$ cat src/rtl/enc_capture_pkg.sv
// Shared constants, FSM state type and angle clamp helper for the encoder PWM capture path.
package enc_capture_pkg;

  localparam int unsigned FRAME_UNITS = 4351;
  localparam int unsigned HEAD_UNITS  = 128;
  localparam int unsigned ANGLE_MAX   = 4095;
  localparam int unsigned ANGLE_W     = 12;
  localparam int unsigned Q_W         = 13;
  localparam int unsigned GLITCH_LEN  = 3;

  typedef enum logic [2:0] {
    ST_IDLE = 3'd0,
    ST_ARM  = 3'd1,
    ST_HIGH = 3'd2,
    ST_LOW  = 3'd3,
    ST_DIV  = 3'd4,
    ST_OUT  = 3'd5
  } state_e;

  // Strip the frame header and saturate into the 12-bit angle range.
  function automatic logic [ANGLE_W-1:0] clamp_angle(input logic [Q_W-1:0] q);
    logic [Q_W-1:0] diff;
    diff = q - Q_W'(HEAD_UNITS);
    if (q < Q_W'(HEAD_UNITS)) return '0;
    if (diff > Q_W'(ANGLE_MAX)) return ANGLE_W'(ANGLE_MAX);
    return ANGLE_W'(diff);
  endfunction

endpackage

$ cat src/rtl/seq_divider.sv
// Restoring divider, one quotient bit per cycle; the first bit is resolved on the start cycle.
module seq_divider #(
  parameter int unsigned DVS_W = 16,
  parameter int unsigned Q_W   = 13
) (
  input  logic                   clock,
  input  logic                   reset_n,
  input  logic                   start,
  input  logic                   abort,
  input  logic [DVS_W+Q_W-1:0]   dividend,
  input  logic [DVS_W-1:0]       divisor,
  output logic                   busy,
  output logic                   done,
  output logic [Q_W-1:0]         quotient
);

  localparam int unsigned ACC_W = DVS_W + Q_W;
  localparam int unsigned ITR_W = $clog2(Q_W);

  logic [ACC_W-1:0] acc_q, acc_d;
  logic [DVS_W-1:0] dvs_q, dvs_d;
  logic [ITR_W-1:0] itr_q, itr_d;
  logic             busy_q, busy_d;
  logic             done_q, done_d;

  // Upper DVS_W bits hold the partial remainder, lower bits shift dividend out and quotient in.
  function automatic logic [ACC_W-1:0] div_step(input logic [ACC_W-1:0] acc,
                                                input logic [DVS_W-1:0] dvs);
    logic [DVS_W:0]   trial;
    logic [DVS_W-1:0] rem;
    logic             qbit;
    trial = acc[ACC_W-1:Q_W-1];
    qbit  = (trial >= {1'b0, dvs});
    rem   = qbit ? DVS_W'(trial - {1'b0, dvs}) : trial[DVS_W-1:0];
    return {rem, acc[Q_W-2:0], qbit};
  endfunction

  always_comb begin
    acc_d  = acc_q;
    dvs_d  = dvs_q;
    itr_d  = itr_q;
    busy_d = busy_q;
    done_d = 1'b0;
    if (abort) begin
      busy_d = 1'b0;
      itr_d  = '0;
    end else if (start) begin
      acc_d  = div_step(dividend, divisor);
      dvs_d  = divisor;
      itr_d  = ITR_W'(Q_W - 1);
      busy_d = 1'b1;
    end else if (busy_q) begin
      acc_d = div_step(acc_q, dvs_q);
      itr_d = itr_q - 1'b1;
      if (itr_q == ITR_W'(1)) begin
        busy_d = 1'b0;
        done_d = 1'b1;
      end
    end
  end

  always_ff @(posedge clock or negedge reset_n) begin
    if (!reset_n) begin
      acc_q  <= '0;
      dvs_q  <= '0;
      itr_q  <= '0;
      busy_q <= 1'b0;
      done_q <= 1'b0;
    end else begin
      acc_q  <= acc_d;
      dvs_q  <= dvs_d;
      itr_q  <= itr_d;
      busy_q <= busy_d;
      done_q <= done_d;
    end
  end

  assign busy     = busy_q;
  assign done     = done_q;
  assign quotient = acc_q[Q_W-1:0];

endmodule

$ cat src/rtl/encoder_pwm_capture.sv
// Decodes the magnetic encoder PWM frame into a 12-bit angle with valid/timeout/error flags.
// Define ENC_DEGLITCH_EN to filter the synchronised input before edge detection.
module encoder_pwm_capture
  import enc_capture_pkg::*;
#(
  parameter int unsigned CNT_W      = 16,
  parameter int unsigned MIN_PERIOD = 64
) (
  input  logic               clock,
  input  logic               reset_n,
  input  logic               enable,
  input  logic               enc_pwm,
  output logic [ANGLE_W-1:0] current_angle,
  output logic               angle_valid,
  output logic               enc_timeout,
  output logic               enc_error
);

  localparam int unsigned DVD_W = CNT_W + Q_W;

  state_e             state_q, state_d;
  logic [1:0]         sync_q, sync_d;
  logic               prev_q;
  logic               level;
  logic [CNT_W-1:0]   hi_cnt_q, hi_cnt_d;
  logic [CNT_W-1:0]   per_cnt_q, per_cnt_d;
  logic [ANGLE_W-1:0] angle_q, angle_d;
  logic               valid_q, valid_d;
  logic               timeout_q, timeout_d;
  logic               error_q, error_d;
  logic               rise, fall;
  logic               div_start, div_abort, div_busy, div_done;
  logic [DVD_W-1:0]   dividend;
  logic [Q_W-1:0]     quotient;

  assign sync_d = {sync_q[0], enc_pwm};

`ifdef ENC_DEGLITCH_EN
  localparam int unsigned GL_W = $clog2(GLITCH_LEN + 1);

  logic            filt_q, filt_d;
  logic [GL_W-1:0] gl_cnt_q, gl_cnt_d;

  // Level follows the input only after GLITCH_LEN consecutive differing samples.
  always_comb begin
    filt_d   = filt_q;
    gl_cnt_d = '0;
    if (sync_q[1] != filt_q) begin
      if (gl_cnt_q == GL_W'(GLITCH_LEN - 1)) filt_d = sync_q[1];
      else                                   gl_cnt_d = gl_cnt_q + 1'b1;
    end
  end

  always_ff @(posedge clock or negedge reset_n) begin
    if (!reset_n) begin
      filt_q   <= 1'b0;
      gl_cnt_q <= '0;
    end else begin
      filt_q   <= filt_d;
      gl_cnt_q <= gl_cnt_d;
    end
  end

  assign level = filt_q;
`else
  assign level = sync_q[1];
`endif

  assign rise     = level & ~prev_q;
  assign fall     = ~level & prev_q;
  assign dividend = DVD_W'(hi_cnt_q) * DVD_W'(FRAME_UNITS);

  seq_divider #(
    .DVS_W (CNT_W),
    .Q_W   (Q_W)
  ) u_div (
    .clock    (clock),
    .reset_n  (reset_n),
    .start    (div_start),
    .abort    (div_abort),
    .dividend (dividend),
    .divisor  (per_cnt_q),
    .busy     (div_busy),
    .done     (div_done),
    .quotient (quotient)
  );

  always_comb begin
    state_d   = state_q;
    hi_cnt_d  = hi_cnt_q;
    per_cnt_d = per_cnt_q;
    angle_d   = angle_q;
    valid_d   = 1'b0;
    timeout_d = timeout_q;
    error_d   = 1'b0;
    div_start = 1'b0;
    div_abort = 1'b0;
    if (!enable) begin
      state_d   = ST_IDLE;
      timeout_d = 1'b0;
      div_abort = 1'b1;
    end else begin
      case (state_q)
        ST_IDLE: begin
          state_d   = ST_ARM;
          hi_cnt_d  = '0;
          per_cnt_d = '0;
        end
        ST_ARM: begin
          if (rise) begin
            hi_cnt_d  = CNT_W'(1);
            per_cnt_d = CNT_W'(1);
            state_d   = ST_HIGH;
          end
        end
        ST_HIGH: begin
          if (per_cnt_q == '1) begin
            timeout_d = 1'b1;
            state_d   = ST_ARM;
          end else begin
            per_cnt_d = per_cnt_q + 1'b1;
            if (fall) state_d  = ST_LOW;
            else      hi_cnt_d = hi_cnt_q + 1'b1;
          end
        end
        ST_LOW: begin
          // The rise that closes a frame also opens the next one.
          if (rise) begin
            hi_cnt_d  = CNT_W'(1);
            per_cnt_d = CNT_W'(1);
            if (per_cnt_q < CNT_W'(MIN_PERIOD)) begin
              error_d = 1'b1;
              state_d = ST_HIGH;
            end else begin
              div_start = 1'b1;
              state_d   = ST_DIV;
            end
          end else if (per_cnt_q == '1) begin
            timeout_d = 1'b1;
            state_d   = ST_ARM;
          end else begin
            per_cnt_d = per_cnt_q + 1'b1;
          end
        end
        ST_DIV: begin
          per_cnt_d = per_cnt_q + 1'b1;
          if (level) hi_cnt_d = hi_cnt_q + 1'b1;
          if (div_done) begin
            angle_d   = clamp_angle(quotient);
            valid_d   = 1'b1;
            timeout_d = 1'b0;
            state_d   = ST_OUT;
          end else if (!div_busy) begin
            state_d = ST_ARM;
          end
        end
        ST_OUT: begin
          per_cnt_d = per_cnt_q + 1'b1;
          if (level) hi_cnt_d = hi_cnt_q + 1'b1;
          state_d = level ? ST_HIGH : ST_LOW;
        end
        default: state_d = ST_IDLE;
      endcase
    end
  end

  always_ff @(posedge clock or negedge reset_n) begin
    if (!reset_n) begin
      state_q   <= ST_IDLE;
      sync_q    <= '0;
      prev_q    <= 1'b0;
      hi_cnt_q  <= '0;
      per_cnt_q <= '0;
      angle_q   <= '0;
      valid_q   <= 1'b0;
      timeout_q <= 1'b0;
      error_q   <= 1'b0;
    end else begin
      state_q   <= state_d;
      sync_q    <= sync_d;
      prev_q    <= level;
      hi_cnt_q  <= hi_cnt_d;
      per_cnt_q <= per_cnt_d;
      angle_q   <= angle_d;
      valid_q   <= valid_d;
      timeout_q <= timeout_d;
      error_q   <= error_d;
    end
  end

  assign current_angle = angle_q;
  assign angle_valid   = valid_q;
  assign enc_timeout   = timeout_q;
  assign enc_error     = error_q;

endmodule

$ cat config.mk
export PLATFORM = sky130hd
export DESIGN_NAME = encoder_pwm_capture
export DESIGN_NICKNAME = d
export VERILOG_FILES = /design/src/rtl/enc_capture_pkg.sv /design/src/rtl/seq_divider.sv /design/src/rtl/encoder_pwm_capture.sv
export SDC_FILE = /design/constraint.sdc
export NUM_CORES = 1
export LEC_CHECK = 0
export BUFFER_PORTS_ARGS = -buffer_cell sky130_fd_sc_hd__buf_2
export CORE_UTILIZATION = 35
export DETAILED_ROUTE_END_ITERATION = 8
export PLACE_DENSITY = 0.53
export SYNTH_ARGS = -nofsm -noshare
export SYNTH_HDL_FRONTEND = slang
export SYNTH_SLANG_ARGS = --single-unit
$ cat constraint.sdc
create_clock -name clock -period 7.8 [get_ports clock]
set_input_delay 0.78 -clock clock [delete_from_list [all_inputs] [get_ports clock]]
set_output_delay 0.78 -clock clock [all_outputs]
set_load 0.01 [all_outputs]
==> flow_results.xml <==
<?xml version="1.0" encoding="UTF-8"?>
<metrics>
  <group name="clock_tree">
    <metric name="clock_latency" unit="ns">0.36</metric>
    <metric name="numClockSinks" unit="">104</metric>
    <metric name="holdBufCountCts" unit="">0</metric>
    <metric name="tritoncts" unit="">done</metric>
    <metric name="clock_tree.buffer_depth" unit="">2</metric>
    <metric name="cts_htree_levels" unit="">3</metric>
    <metric name="clockRootBuffer" unit="">sky130_fd_sc_hd__clkbuf_16</metric>
    <metric name="clk_transition_reported_paths" unit="ns">0.07</metric>
    <metric name="cts_inserted_buffers" unit="">9</metric>
  </group>
  <group name="timing">
    <metric name="setup_viol_count_final" unit="">0</metric>
    <metric name="finalHoldViolCount" unit="">0</metric>
    <metric name="totalNegativeSetupSlack" unit="ns">0</metric>
    <metric name="worst-slew-pin-transition" unit="ns">1.108</metric>
    <metric name="rsz0062_at_grt" unit="">false</metric>
    <metric name="timing.fmax" unit="MHz">135.1</metric>
    <metric name="finalCriticalPeriod" unit="ns">7.400</metric>
    <metric name="finalClockSkew" unit="ns">0.007618</metric>
    <metric name="min_period_over_period" unit="%">94.87</metric>
    <metric name="final-max-slew-violation-count" unit="">0</metric>
    <metric name="relSlewSlack" unit="%">25.87</metric>
    <metric name="fin_hold_ws" unit="ns">0.3579</metric>
  </group>
  <group name="status">
    <metric name="result_of_the_run" unit="">completed</metric>
  </group>
  <group name="routing">
    <metric name="dr_pass1_iterations" unit="">5</metric>
    <metric name="drt_wl_total" unit="um">26500</metric>
    <metric name="remaining_drc_errors" unit="">0</metric>
    <metric name="violation_count_after_the_first_detailed_routing_iteration" unit="">479</metric>
    <metric name="via_per_inst" unit="">5.046</metric>
    <metric name="routedWlPerCell" unit="um">15.93</metric>
    <metric name="num_vias" unit="">8396</metric>
    <metric name="ant_nets" unit="">0</metric>
  </group>
  <group name="worst_setup_path">
    <metric name="worst_ep_required_time" unit="ns">8.04</metric>
    <metric name="critical-path-slowest-cell" unit="">sky130_fd_sc_hd__fa_1</metric>
    <metric name="critical_path.top_delay_family" unit="">adder cells</metric>
    <metric name="reg2reg_depth" unit="">26</metric>
    <metric name="first_element_of_the_critical_path" unit="">hi_cnt_q[7]</metric>
    <metric name="timing.rr.end" unit="">u_div.acc_q[14]</metric>
    <metric name="timing.setup.critical_path_class" unit="">register to register</metric>
    <metric name="endpoint_kind" unit="">register</metric>
    <metric name="path_max_fanout" unit="">13</metric>
    <metric name="cp_common_cell" unit="">sky130_fd_sc_hd__fa_1</metric>
    <metric name="start_kind" unit="">register</metric>
    <metric name="cp.arrival" unit="ns">7.64</metric>
    <metric name="cp_bufs_invs" unit="">4</metric>
    <metric name="r2r_start" unit="">hi_cnt_q[7]</metric>
    <metric name="r2r_slack" unit="ns">0.40</metric>
    <metric name="worst_path_largest_cell_delay" unit="ns">0.53</metric>
  </group>
  <group name="synth">
    <metric name="synth.most_common_cell" unit="">sky130_fd_sc_hd__inv_1</metric>
    <metric name="synth_top_cells_by_count" unit="">sky130_fd_sc_hd__inv_1 (215), sky130_fd_sc_hd__ha_1 (129), sky130_fd_sc_hd__dfrtp_1 (104), sky130_fd_sc_hd__nand2_1 (104), sky130_fd_sc_hd__nor2_1 (103)</metric>
    <metric name="synth.cell_area" unit="um^2">10940</metric>
    <metric name="netlist.area_leader.share" unit="%">23.79</metric>
    <metric name="synth.yosys.warnings" unit="">0</metric>
    <metric name="mean_post_synth_cell_area" unit="um^2">8.731</metric>
    <metric name="synth_enable_flop_cells" unit="">0</metric>
    <metric name="synth_async_sr_flop_share" unit="%">100.0</metric>
    <metric name="most_instantiated_flip_flop_cell_in_the_synthesis_netlist" unit="">sky130_fd_sc_hd__dfrtp_1</metric>
    <metric name="synth_fp_nets" unit="">1469</metric>
    <metric name="syn_inst" unit="">1253</metric>
    <metric name="synth.area.top_cells" unit="">sky130_fd_sc_hd__dfrtp_1 (24%), sky130_fd_sc_hd__fa_1 (15%), sky130_fd_sc_hd__ha_1 (15%)</metric>
    <metric name="yosys.cell_types.count" unit="">73</metric>
    <metric name="yosysSeqAreaShare" unit="%">23.79</metric>
    <metric name="synth.ff_latch_count" unit="">104</metric>
    <metric name="synth_area_leader_cell" unit="">sky130_fd_sc_hd__dfrtp_1</metric>
  </group>
  <group name="global_route">
    <metric name="grt_pass1_vias" unit="">8286</metric>
    <metric name="global_route.overflow_total" unit="">0</metric>
    <metric name="global_route_wire_length_before_repair" unit="um">43390</metric>
    <metric name="number_of_antenna_violations_at_the_first_check_in_global_routing" unit="">0</metric>
    <metric name="grt_start_max_net_pins" unit="">58</metric>
    <metric name="track_usage" unit="%">17.40</metric>
  </group>
  <group name="floorplanning">
    <metric name="design.portCount" unit="">19</metric>
    <metric name="die-area" unit="um^2">31970</metric>
    <metric name="initial_utilization" unit="%">35.67</metric>
    <metric name="core" unit="um^2">30670</metric>
    <metric name="floorplan.rows" unit="">64</metric>
    <metric name="chipWidth" unit="um">178.8</metric>
    <metric name="floorplan.die.height" unit="um">178.8</metric>
  </group>
  <group name="layout">
    <metric name="finish.cell_count_without_fillers" unit="">1664</metric>
    <metric name="final_layout_size_suffix_gt1_share" unit="%">6.703</metric>
    <metric name="antenna-diode-count" unit="">0</metric>
    <metric name="layout.cell_area.non_filler" unit="um^2">11810</metric>
    <metric name="layout.nets" unit="">1480</metric>
    <metric name="synth_to_layout_area_growth" unit="%">7.982</metric>
  </group>
  <group name="power_and_ir_drop">
    <metric name="ir_drop_worst_vdd" unit="mV">0.1211</metric>
    <metric name="p_leak" unit="nW">5.881</metric>
    <metric name="design_power_total" unit="mW">2.057</metric>
    <metric name="power.density" unit="nW/um^2">174.2</metric>
  </group>
  <group name="worst_hold_path">
    <metric name="whs_endpoint" unit="">sync_q[1]</metric>
    <metric name="timing.hold.worst.class" unit="">register to register</metric>
    <metric name="worstHoldPathCells" unit="">0</metric>
    <metric name="timing.hold.worst.start" unit="">sync_q[0]</metric>
  </group>
  <group name="place">
    <metric name="dp.cells" unit="">1648</metric>
    <metric name="placement.io_buffers" unit="">18</metric>
    <metric name="post_dp_cell_area" unit="um^2">11470</metric>
    <metric name="detailed_place_hpwl" unit="um">21210</metric>
    <metric name="routability_cong" unit="">0.8598</metric>
  </group>
  <group name="job">
    <metric name="max_cap_viol_count" unit="">0</metric>
  </group>
</metrics>
[cells in the final DEF, fill, tap and decap left out, types with 11 or more instances in the layout]
master / count
sky130_fd_sc_hd__a211oi_1: 12
sky130_fd_sc_hd__a21o_1: 14
sky130_fd_sc_hd__a21oi_1: 72
sky130_fd_sc_hd__a31oi_1: 16
sky130_fd_sc_hd__buf_2: 17
sky130_fd_sc_hd__buf_4: 16
sky130_fd_sc_hd__dfrtp_1: 100
sky130_fd_sc_hd__fa_1: 83
sky130_fd_sc_hd__ha_1: 129
sky130_fd_sc_hd__inv_1: 215
sky130_fd_sc_hd__nand2_1: 103
sky130_fd_sc_hd__nand2b_1: 11
sky130_fd_sc_hd__nand3_1: 21
sky130_fd_sc_hd__nand4_1: 19
sky130_fd_sc_hd__nor2_1: 103
sky130_fd_sc_hd__nor2b_1: 11
sky130_fd_sc_hd__nor3_1: 17
sky130_fd_sc_hd__o211ai_1: 15
sky130_fd_sc_hd__o21ai_0: 64
sky130_fd_sc_hd__o21ai_1: 17
sky130_fd_sc_hd__xnor2_1: 39
sky130_fd_sc_hd__xor2_1: 23
[how the worst max path moves through the flow]
stage	cells past startpoint	slack (ns)	to
floorplan	29	0.80	u_div.acc_q[27]
global placement	25	0.43	u_div.acc_q[28]
detailed placement	26	0.29	u_div.acc_q[14]
CTS	26	0.26	u_div.acc_q[14]
global route	27	0.01	u_div.acc_q[14]
finish	26	0.40	u_div.acc_q[14]
[power by group]
group | switching, mW | internal (mW) | leakage, nW
logic | 0.526 | 0.380 | 4.34
clock network | 0.219 | 0.281 | 0.153
registers | 0.0667 | 0.585 | 1.39
total | 0.812 | 1.25 | 5.88
[per-layer routing]
metal | global-route usage (%) | part of all wire (%) | wire length (um)
met1 | 24.46 | 50 | 13180
met2 | 26.91 | 45 | 11800
met3 | 1.972 | 2.3 | 622
met4 | 7.380 | 3.4 | 900
met5 | 0 | 0 | 0
[cell families (layout without fill, tap and decap cells)]
kind of cell,Yosys count,count (layout),synth area share (%)
simple gates,321,321,13.54
mux,17,17,1.647
compound gates,288,289,17.14
flops,104,104,23.79
fa+ha+maj,212,212,29.94
buf+inv,249,263,8.977
xor+xnor,62,62,4.963
[what timing repair did]
| action | CTS | global route |
|---|---|---|
| endpoints found under the hold margin | 0 | 0 |
| endpoints found under the setup margin | 0 | 17 |
| gates resized for setup | 0 | 8 |
| buffers inserted | 0 | 0 |
[registers in the layout, summed over array words and instances, names as in the netlist]
name           count
u_div.acc_q       29
hi_cnt_q          16
per_cnt_q         16
u_div.dvs_q       16
current_angle     12
u_div.itr_q        4
state_q            3
sync_q             2
angle_valid        1
enc_error          1
enc_timeout        1
prev_q             1
u_div.busy         1
u_div.done         1
[worst reg2reg max path: stages, from the launching register on]
cell and delay, ns:
sky130_fd_sc_hd__dfrtp_2 0.48, sky130_fd_sc_hd__fa_1 0.53, sky130_fd_sc_hd__fa_1 0.53, sky130_fd_sc_hd__inv_1 0.05, sky130_fd_sc_hd__fa_1 0.50, sky130_fd_sc_hd__inv_1 0.05, sky130_fd_sc_hd__fa_1 0.47, sky130_fd_sc_hd__inv_1 0.05
sky130_fd_sc_hd__fa_1 0.52, sky130_fd_sc_hd__inv_1 0.04, sky130_fd_sc_hd__ha_1 0.34, sky130_fd_sc_hd__a21o_1 0.20, sky130_fd_sc_hd__or3_1 0.35, sky130_fd_sc_hd__o211ai_1 0.22, sky130_fd_sc_hd__a31oi_1 0.16, sky130_fd_sc_hd__o211ai_2 0.36
sky130_fd_sc_hd__nor2b_1 0.22, sky130_fd_sc_hd__xnor2_1 0.11, sky130_fd_sc_hd__ha_1 0.24, sky130_fd_sc_hd__or3_1 0.39, sky130_fd_sc_hd__o211ai_1 0.21, sky130_fd_sc_hd__a31oi_1 0.16, sky130_fd_sc_hd__o21ai_2 0.27, sky130_fd_sc_hd__o211ai_4 0.23
sky130_fd_sc_hd__mux2i_1 0.25, sky130_fd_sc_hd__nor2_1 0.06, sky130_fd_sc_hd__a221o_1 0.27
[cell type report]
| class | instances | area, um^2 |
|---|---|---|
| clock buffer | 10 | 229.0 |
| clock inverter | 5 | 82.58 |
| fill | 3129 | 18860 |
| inverter | 215 | 807.0 |
| multi-input combinational | 901 | 7387 |
| sequential | 104 | 2608 |
| tap | 396 | 495.5 |
| timing repair buffer | 33 | 205.2 |
[through the flow]
step,util [%],setup WS (ns)
finish,38.52,0.4004
global route,38.52,0.01044
CTS,38.42,0.2593
detailed placement,37.41,0.2918
global placement,37.41,0.4256
floorplan,-,0.8032
Note: power is estimated with default switching activity, not from simulation.
